===== src/rtl/mdu_issue_ctrl_if.sv =====
`default_nettype none
// ============================================================================
// mdu_issue_ctrl_if : start/busy/done handshake bundle between issue ctrl & MDU
// Revision: 1.0
// ============================================================================
interface mdu_issue_ctrl_if;
  logic        mdu_start;
  logic [2:0]  mdu_funct3;
  logic [31:0] mdu_a;
  logic [31:0] mdu_b;
  logic        mdu_busy;
  logic        mdu_done;
  logic [63:0] mdu_product;
  logic [31:0] mdu_quotient;
  logic [31:0] mdu_remainder;

  modport master (
    output mdu_start, mdu_funct3, mdu_a, mdu_b,
    input  mdu_busy, mdu_done, mdu_product, mdu_quotient, mdu_remainder
  );

  modport slave (
    input  mdu_start, mdu_funct3, mdu_a, mdu_b,
    output mdu_busy, mdu_done, mdu_product, mdu_quotient, mdu_remainder
  );
endinterface
`default_nettype wire


===== src/rtl/mdu_issue_ctrl.sv =====
`default_nettype none
// ============================================================================
// mdu_issue_ctrl : issues one M-extension op to the MDU, stalls EX, writes back
// Revision: 1.0
// ============================================================================
module mdu_issue_ctrl #(
  parameter int TIMEOUT_CYCLES = 64,
  parameter bit DIV0_BYPASS    = 1'b1
) (
  input  wire logic        clk,
  input  wire logic        rst,
  input  wire logic        ex_valid,
  input  wire logic [2:0]  ex_funct3,
  input  wire logic [31:0] ex_rs1,
  input  wire logic [31:0] ex_rs2,
  input  wire logic [4:0]  ex_rd,
  input  wire logic        flush,
  output logic             stall_o,
  output logic             wb_valid,
  output logic [4:0]       wb_rd,
  output logic [31:0]      wb_data,
  mdu_issue_ctrl_if.master mdu,
  output logic             timeout_err
);

  localparam int              CNT_W        = $clog2(TIMEOUT_CYCLES + 1);
  localparam logic [CNT_W-1:0] TIMEOUT_LAST = CNT_W'(TIMEOUT_CYCLES - 1);

  typedef enum logic [2:0] {
    ST_IDLE  = 3'd0,
    ST_ISSUE = 3'd1,
    ST_WAIT  = 3'd2,
    ST_DRAIN = 3'd3,
    ST_WB    = 3'd4
  } state_t;

  state_t           state_q, state_d;
  logic [2:0]       funct3_q, funct3_d;
  logic [31:0]      a_q, a_d;
  logic [31:0]      b_q, b_d;
  logic [4:0]       rd_q, rd_d;
  logic [31:0]      wb_data_q, wb_data_d;
  logic [CNT_W-1:0] cnt_q, cnt_d;
  logic             timeout_err_q, timeout_err_d;
  logic             start_w;
  logic [31:0]      result_w;

  always_comb begin
    result_w = mdu.mdu_remainder;
    case (funct3_q)
      3'd0:             result_w = mdu.mdu_product[31:0];
      3'd1, 3'd2, 3'd3: result_w = mdu.mdu_product[63:32];
      3'd4, 3'd5:       result_w = mdu.mdu_quotient;
      default:          result_w = mdu.mdu_remainder;
    endcase
    // The MDU returns |a| for REM by zero; the architectural result is a itself.
    if (!DIV0_BYPASS && funct3_q[2] && funct3_q[1] && (b_q == 32'd0)) begin
      result_w = a_q;
    end
  end

  always_comb begin
    state_d       = state_q;
    funct3_d      = funct3_q;
    a_d           = a_q;
    b_d           = b_q;
    rd_d          = rd_q;
    wb_data_d     = wb_data_q;
    cnt_d         = cnt_q;
    timeout_err_d = timeout_err_q;
    stall_o       = 1'b0;
    wb_valid      = 1'b0;
    start_w       = 1'b0;

    case (state_q)
      ST_IDLE: begin
        stall_o = ex_valid & ~flush;
        if (ex_valid && !flush) begin
          funct3_d = ex_funct3;
          a_d      = ex_rs1;
          b_d      = ex_rs2;
          rd_d     = ex_rd;
          if (DIV0_BYPASS && ex_funct3[2] && (ex_rs2 == 32'd0)) begin
            wb_data_d = ex_funct3[1] ? ex_rs1 : 32'hFFFF_FFFF;
            state_d   = ST_WB;
          end else begin
            state_d = ST_ISSUE;
          end
        end
      end

      ST_ISSUE: begin
        stall_o = ~flush;
        cnt_d   = '0;
        if (flush) begin
          state_d = ST_IDLE;
        end else if (!mdu.mdu_busy) begin
          start_w = 1'b1;
          state_d = ST_WAIT;
        end
      end

      ST_WAIT: begin
        stall_o = ~flush;
        cnt_d   = cnt_q + CNT_W'(1);
        if (mdu.mdu_done) begin
          if (flush) begin
            state_d = ST_IDLE;
          end else begin
            wb_data_d = result_w;
            state_d   = ST_WB;
          end
        end else if (cnt_q == TIMEOUT_LAST) begin
          timeout_err_d = 1'b1;
          state_d       = ST_IDLE;
        end else if (flush) begin
          state_d = ST_DRAIN;
        end
      end

      ST_DRAIN: begin
        // A killed op must still see its done before the MDU can be reused.
        stall_o = ex_valid & ~flush;
        cnt_d   = cnt_q + CNT_W'(1);
        if (mdu.mdu_done) begin
          state_d = ST_IDLE;
        end else if (cnt_q == TIMEOUT_LAST) begin
          timeout_err_d = 1'b1;
          state_d       = ST_IDLE;
        end
      end

      ST_WB: begin
        wb_valid = ~flush;
        state_d  = ST_IDLE;
      end

      default: state_d = ST_IDLE;
    endcase
  end

  always_ff @(posedge clk or posedge rst) begin
    if (rst) begin
      state_q       <= ST_IDLE;
      funct3_q      <= 3'd0;
      a_q           <= 32'd0;
      b_q           <= 32'd0;
      rd_q          <= 5'd0;
      wb_data_q     <= 32'd0;
      cnt_q         <= '0;
      timeout_err_q <= 1'b0;
    end else begin
      state_q       <= state_d;
      funct3_q      <= funct3_d;
      a_q           <= a_d;
      b_q           <= b_d;
      rd_q          <= rd_d;
      wb_data_q     <= wb_data_d;
      cnt_q         <= cnt_d;
      timeout_err_q <= timeout_err_d;
    end
  end

  assign mdu.mdu_start  = start_w;
  assign mdu.mdu_funct3 = funct3_q;
  assign mdu.mdu_a      = a_q;
  assign mdu.mdu_b      = b_q;
  assign wb_rd          = rd_q;
  assign wb_data        = wb_data_q;
  assign timeout_err    = timeout_err_q;

endmodule
`default_nettype wire


===== src/flat_wrapper.sv =====
// flat-port wrapper written by rule: the top's interface ports become plain ports
module mdu_issue_ctrl_flat 
#(
  parameter int TIMEOUT_CYCLES = 64,
  parameter bit DIV0_BYPASS    = 1'b1
)
  (clk, rst, ex_valid, ex_funct3, ex_rs1, ex_rs2, ex_rd, flush, stall_o, wb_valid, wb_rd, wb_data, timeout_err, mdu_mdu_start, mdu_mdu_funct3, mdu_mdu_a, mdu_mdu_b, mdu_mdu_busy, mdu_mdu_done, mdu_mdu_product, mdu_mdu_quotient, mdu_mdu_remainder);
  mdu_issue_ctrl_if mdu_i ();
  input  wire logic clk;
  input  wire logic rst;
  input  wire logic ex_valid;
  input  wire logic [2:0] ex_funct3;
  input  wire logic [31:0] ex_rs1;
  input  wire logic [31:0] ex_rs2;
  input  wire logic [4:0] ex_rd;
  input  wire logic flush;
  output logic stall_o;
  output logic wb_valid;
  output logic [4:0] wb_rd;
  output logic [31:0] wb_data;
  output logic timeout_err;
  output wire logic [$bits(mdu_i.mdu_start)-1:0] mdu_mdu_start;
  output wire logic [$bits(mdu_i.mdu_funct3)-1:0] mdu_mdu_funct3;
  output wire logic [$bits(mdu_i.mdu_a)-1:0] mdu_mdu_a;
  output wire logic [$bits(mdu_i.mdu_b)-1:0] mdu_mdu_b;
  input wire logic [$bits(mdu_i.mdu_busy)-1:0] mdu_mdu_busy;
  input wire logic [$bits(mdu_i.mdu_done)-1:0] mdu_mdu_done;
  input wire logic [$bits(mdu_i.mdu_product)-1:0] mdu_mdu_product;
  input wire logic [$bits(mdu_i.mdu_quotient)-1:0] mdu_mdu_quotient;
  input wire logic [$bits(mdu_i.mdu_remainder)-1:0] mdu_mdu_remainder;
  assign mdu_mdu_start = mdu_i.mdu_start;
  assign mdu_mdu_funct3 = mdu_i.mdu_funct3;
  assign mdu_mdu_a = mdu_i.mdu_a;
  assign mdu_mdu_b = mdu_i.mdu_b;
  assign mdu_i.mdu_busy = mdu_mdu_busy;
  assign mdu_i.mdu_done = mdu_mdu_done;
  assign mdu_i.mdu_product = mdu_mdu_product;
  assign mdu_i.mdu_quotient = mdu_mdu_quotient;
  assign mdu_i.mdu_remainder = mdu_mdu_remainder;
  mdu_issue_ctrl #(.TIMEOUT_CYCLES(TIMEOUT_CYCLES), .DIV0_BYPASS(DIV0_BYPASS)) u_core (.clk(clk), .rst(rst), .ex_valid(ex_valid), .ex_funct3(ex_funct3), .ex_rs1(ex_rs1), .ex_rs2(ex_rs2), .ex_rd(ex_rd), .flush(flush), .stall_o(stall_o), .wb_valid(wb_valid), .wb_rd(wb_rd), .wb_data(wb_data), .mdu(mdu_i), .timeout_err(timeout_err));
endmodule

===== config.mk =====
export PLATFORM = sky130hd
export DESIGN_NAME = mdu_issue_ctrl_flat
export DESIGN_NICKNAME = d
export VERILOG_FILES = /design/src/rtl/mdu_issue_ctrl_if.sv /design/src/rtl/mdu_issue_ctrl.sv /design/src/flat_wrapper.sv
export SDC_FILE = /design/constraint.sdc
export NUM_CORES = 1
export LEC_CHECK = 0
export CAP_MARGIN = 20
export CORE_ASPECT_RATIO = 0.5
export CORE_MARGIN = 3
export CORE_UTILIZATION = 25
export DETAILED_ROUTE_END_ITERATION = 8
export DONT_BUFFER_PORTS = 1
export HOLD_SLACK_MARGIN = 0.02
export PLACE_DENSITY = 0.35
export SLEW_MARGIN = 5
export SYNTH_ARGS = -nofsm -noshare
export SYNTH_HDL_FRONTEND = slang
export SYNTH_SLANG_ARGS = --single-unit

===== constraint.sdc =====
create_clock -name clk -period 4.8 [get_ports clk]
set_clock_uncertainty 0.05 [all_clocks]
set_input_delay 0.72 -clock clk [delete_from_list [all_inputs] [get_ports clk]]
set_output_delay 0.72 -clock clk [all_outputs]
set_load 0.005 [all_outputs]

[After elaboration in Yosys (flattened, before gate mapping)]
Cells that the tools add are included.
Word-level totals
  output and inout port bits: 108
  memories kept: 0
  bits in latches: 0
  register bits after elaboration: 115
  RAM bits: 0
  bits of input ports: 206
  bits in read-only memories: 0
  word-level logic and storage cells: 70
Cells by class
  muxes and demuxes: 24
  bitwise operators: 3
  div/mod/pow operators: 0
  equal/unequal tests: 17
  reductions and logical operators: 17
  order comparisons: 0
  multipliers: 0
  shift-type cells: 0
  $add $sub $neg: 1
Operators with widths (number)
  32-bit 2-to-1 mux: 5
  32-bit one-hot mux with 3 select lines: 1
  32-bit one-hot mux with 2 select lines: 1
  32-bit logical NOT: 1
  3-bit 2-to-1 mux: 10
  7-bit one-hot mux with 2 select lines: 1
  3-bit by 2-bit equality test with 1-bit output, second input constant: 4
  3-bit one-hot mux with 4 select lines: 1
  3-bit equality test, second input constant: 3
  2-bit OR reduction: 4
  7-bit by 1-bit adder with 7-bit output, second input constant: 1
  7-bit by 6-bit equality test with 1-bit output, second input constant: 1
  3-bit by 1-bit equality test with 1-bit output, second input constant: 2
  3-bit logical NOT: 2
  5-bit AND reduction: 1
  1-bit 2-to-1 mux: 4
  2-bit by 1-bit inequality test with 1-bit output, second input constant: 2
  2-bit inequality test, second input constant: 2
  4-bit by 3-bit inequality test with 1-bit output, second input constant: 1
  4-bit AND reduction: 1
  2-bit nonzero test: 2
  3-bit by 2-bit inequality test with 1-bit output, second input constant: 1
  3-bit inequality test, second input constant: 1
  3-bit AND reduction: 1
  7 further kinds: 9

[Logic depth before layout (Yosys ltp)]
  word-level depth: 6
  depth in mapped cells: 8
  gate-level depth less buffers: 6

[Least setup slack after synthesis]
OpenSTA, ideal clock, no wires.
  path kind: input to register
  from: in ex_rs2[8]
  to: reg u_core.wb_data_q[11] (netlist: u_core.wb_data[11])
  arrival: 1939 ps
  required time: 4625 ps
  setup time: 125 ps
  stages on the path: 6
  path slack: 2686 ps
  buffers on the path: 1
  cells stage by stage: nor4_1 > nand4_1 > nor3_2 > a32oi_4 > buf_6 > mux2_4
On the way
  word-level cells in the longest chain between the ends: 4
Ends and longest elaborated chain
  start: declaration: RTL line flat_wrapper.sv:14  | input wire logic [31:0] ex_rs2;
  32-bit logical NOT: RTL line mdu_issue_ctrl.sv:83  | if (DIV0_BYPASS && ex_funct3[2] && (ex_rs2 == 32'd0)) begin
  1-bit logical AND: RTL line mdu_issue_ctrl.sv:83
  2-bit by 1-bit inequality test with 1-bit output (no line)
  5-bit AND reduction (no line)
  end signal: assignment: RTL line mdu_issue_ctrl.sv:158  | wb_data_q <= wb_data_d;
  end: declaration: RTL line mdu_issue_ctrl.sv:42  | logic [31:0] wb_data_q, wb_data_d;
Every way passes these cells.
A chain may end at the register's enable or synchronous reset.

[Worst setup path after layout]
  from: reg u_core.funct3_q[2] (netlist: u_core.mdu.mdu_funct3[2])
  to: reg u_core.wb_data_q[25] (netlist: u_core.wb_data[25])
On the way
  word-level cells in the longest chain between the ends: 6
  elaborated cells between the ends (all ways): 12
  those cells by class: eq/ne: 5; mux: 4; reduce/logical: 3
Ends and longest elaborated chain
  start: declaration: RTL line mdu_issue_ctrl.sv:38  | logic [2:0] funct3_q, funct3_d;
  start signal: assignment: RTL line mdu_issue_ctrl.sv:154  | funct3_q <= funct3_d;
  3-bit by 1-bit equality test with 1-bit output (tied with other cells): RTL line mdu_issue_ctrl.sv:50  | case (funct3_q)
  3-bit OR reduction or 2-bit OR reduction (tied branches): RTL line mdu_issue_ctrl.sv:50
  32-bit one-hot mux with 3 select lines *: RTL line mdu_issue_ctrl.sv:50
  32-bit 2-to-1 mux *: RTL line mdu_issue_ctrl.sv:107  | if (flush) begin
  32-bit 2-to-1 mux *: RTL line mdu_issue_ctrl.sv:106  | if (mdu.mdu_done) begin
  32-bit one-hot mux with 2 select lines *: RTL line mdu_issue_ctrl.sv:75  | case (state_q)
Every way passes the cells marked *; elsewhere a longest branch is shown, timed or not. The select of a mux whose other input is x is not followed.

==> run_results.csv <==
group,metric,value,unit
detailed_routing,drt_iter0_drc,195,
die,io_pins,314,
clock_tree,cts_root_buf,"clkbuf_16",
global_route,grtUsageTotal,15.43,%
sta,hold_viol,0,
logic_synthesis,synth-seq-cells,115,
place,finalWeightedCongestion,0.7556,
clock_tree,cts_setup_buffers,0,
place,dp_worst_setup_slack,2.050,ns
sta,tightest_slew,1.085,ns
power_and_ir_drop,ir_drop,0.2743,mV
setup_path,cp.arrival,2.85,ns
setup_path,r2r-start,"u_core.mdu.mdu_funct3[2]",
logic_synthesis,synth_nets,819,
clock_tree,postCtsHoldBufs,0,
sta,setup_ws,2.205,ns
logic_synthesis,syn_inst,612,
global_route,grt_pass1_wl,31820,um
detailed_routing,route.detailed.drc,0,
sta,period_needed,2.595,ns
die,start_util,25.64,%
sta,max_freq,385.3,MHz
clock_tree,cts_resized,0,
run,max_cap_viol_count,0,
logic_synthesis,synth_enable_flop_cells,0,
global_route,grt_pass1_vias,4732,
clock_tree,cts_buffer_depth,2,
run_status,status,"completed",
place,portBuffers,0,
logic_synthesis,synth_area_leader_cell,"dfrtp_1",
power_and_ir_drop,power_density,664.4,nW/um^2
cells_and_area,area_growth,13.40,%
cells_and_area,regArea,2883,sq um
cells_and_area,num_antenna_cells,0,
logic_synthesis,ys_types,36,
detailed_routing,drt_pre_antenna_iters,4,
clock_tree,cts_buffers,17,
detailed_routing,viasPerCell,4.868,
detailed_routing,wl_per_cell,23.31,um
place,dp_hpwl,15520,um
power_and_ir_drop,combinationalPowerShare,33.7,%
power_and_ir_drop,p_int,3.068,mW
sta,maxSlewHeadroom,27.65,%
cells_and_area,fill_cells,2651,
die,core,25390,sq um
cells_and_area,drive_above_1_share,24.83,%
setup_path,startpoint_type,"register",
cells_and_area,multi_input_area,3251,sq um
place,dp_cells,916,
logic_synthesis,synth_area_leaders,"dfrtp_1 44%, mux2_2 12%, mux2_4 6.7%, mux2i_1 4.9%, a2bb2oi_1 4.3%",
power_and_ir_drop,seq_power_share,39.2,%
detailed_routing,ant_nets,0,
cells_and_area,stdcell_count,948,
clock_tree,clock_latency,0.43,ns
logic_synthesis,synthArstFlopShare,100.0,%
power_and_ir_drop,pwr-share-clk,27.0,%
logic_synthesis,ys_seq_area_share,44.21,%
clock_tree,cts_tree,"built",
logic_synthesis,syn-cell-area,6510,sq um
setup_path,crit_fanout,77,
power_and_ir_drop,sw_frac_of_total,37.44,%
die,die_y,120.1,um
die,die_w,234.2,um
sta,fin_crit_sh,54.07,%
power_and_ir_drop,power.total,4.904,mW
logic_synthesis,synth.avg_cell_area,10.64,sq um
global_route,grt_max_degree,78,
detailed_routing,wirelength,22100,um
die,die_area,28130,sq um
sta,setup_viol,0,
global_route,antenna_found_initial,1,
sta,drv_slew,0,
setup_path,critPathKind,"register to register",
power_and_ir_drop,p_switching,1.836,mW
logic_synthesis,synth_top_area_share,44.21,%
setup_path,worstSetupStartpoint,"u_core.mdu.mdu_funct3[2]",
clock_tree,cts.htree.levels,4,
sta,tns,0,ns
die,row_count,41,
cells_and_area,fin_nets,798,
setup_path,rr_worst_depth,6,
global_route,grt-ovfl-total,0,
detailed_routing,vias,4615,
worst_hold_path,min_path_type,"input port to asynchronous set/reset pin",
clock_tree,clock-sinks,115,
setup_path,cp-end-kind,"register",
power_and_ir_drop,leakagePower,3.254,nW
logic_synthesis,ys.warnings.count,0,
clock_tree,clk_pin_slew,0.06,ns
sta,rsz0062_at_grt,"false",
setup_path,required,5.06,ns
logic_synthesis,synth_flop_cell,"dfrtp_1",
[critical path, cell delays in order, from the launching register on]
cell	delay, ns
dfrtp_4	0.63
buf_4	0.78
mux2i_1	0.28
a22oi_1	0.09
o21ai_0	0.15
a21oi_1	0.11
mux2_4	0.30
[final timing paths]
| check | end | slack (ns) |
|---|---|---|
| max | u_core.wb_data[25] | 2.20 |
| max reg2reg | u_core.wb_data[25] | 2.20 |
| min | u_core.mdu.mdu_b[29] | 0.16 |
| min in group clk | u_core.wb_rd[0] | 0.35 |
| max in group asynchronous | u_core.mdu.mdu_funct3[1] | 3.39 |
| min reg2reg | u_core.timeout_err | 0.44 |
[stage by stage]
step	instance area (sq um)	hold slack (ns)	util [%]
2_1_floorplan	6510	0.4010	-
4_1_cts	7382	0.1759	29.07
3_5_place_dp	6773	0.4330	26.67
3_3_place_gp	6773	0.4350	26.67
6_report	7382	0.1648	29.07
5_1_grt	7382	0.1884	29.07
[layer usage]
metal	track usage, %	wire length [um]	share of wire (%)
met4	4.771	303	1.4
met1	18.79	9348	42
met2	26.10	11190	51
met5	0	27	0.12
met3	4.791	1229	5.6
[registers in the layout, indices dropped and copies added (netlist names)]
name and flops:
u_core.cnt_q 7, u_core.mdu.mdu_a 32, u_core.mdu.mdu_b 32, u_core.mdu.mdu_funct3 3, u_core.state_q 3, u_core.timeout_err 1
u_core.wb_data 32, u_core.wb_rd 5
[cells by family (layout without fill, tap and decap cells)]
family | after synthesis | in the layout | share of synthesized area, %
compound gates | 146 | 146 | 15.03
mux | 132 | 132 | 23.89
simple gates | 132 | 132 | 10.59
flops | 115 | 115 | 44.21
buf+inv | 86 | 78 | 6.092
fa+ha+maj | 1 | 1 | 0.1922
[cells in the final DEF (no fill, tap or decap), types with 2 or more instances in the layout]
cell | synthesis | final
a21o_1 | 2 | 2
a21oi_1 | 35 | 35
a22o_1 | 3 | 3
a22oi_1 | 32 | 32
a2bb2oi_1 | 32 | 32
and3_1 | 2 | 2
buf_4 | 0 | 9
bufinv_16 | 0 | 2
clkbuf_16 | 0 | 17
clkinv_4 | 0 | 6
dfrtp_1 | 115 | 113
inv_1 | 36 | 35
inv_6 | 0 | 4
inv_8 | 0 | 2
mux2_2 | 71 | 71
mux2_4 | 29 | 29
mux2i_1 | 32 | 32
nand2_1 | 26 | 26
nand2b_1 | 4 | 4
nand3_1 | 4 | 4
nor2_1 | 43 | 42
nor3_1 | 7 | 7
nor3b_1 | 32 | 32
nor4_1 | 8 | 8
o21ai_0 | 37 | 37
[power groups by stage]
stage / registers [mW] / clock network [mW] / logic (mW)
final: 1.92 / 1.33 / 1.65
after global routing: 1.99 / 1.42 / 1.84
after CTS: 1.95 / 1.37 / 1.69
after detailed placement: 1.96 / 0 / 1.68
after global placement: 1.97 / 0 / 1.65
after floorplan: 1.71 / 0 / 1.45
[layout make-up]
cell class	instances	share of cell area, %
Tap cell	344	5.831
Clock buffer	18	5.949
Multi-Input combinational cell	411	44.03
Inverter	37	1.915
Timing Repair Buffer	9	0.9153
Clock inverter	14	2.305
Sequential cell	115	39.05
[synthesized netlist by cell type (2+ instances only)]
cell       instances
nand2_1           26
a22o_1             3
and3_1             2
nand3_1            4
o21ai_0           37
nand2b_1           4
nor2_1            43
buf_2             23
dfrtp_1          115
nor4_1             8
clkbuf_1          19
a21o_1             2
a21oi_1           35
nor3_1             7
mux2_2            71
nor3b_1           32
inv_1             36
mux2_4            29
a2bb2oi_1         32
mux2i_1           32
a22oi_1           32
buf_6              6
No activity file was read; power rests on OpenSTA's default activity.
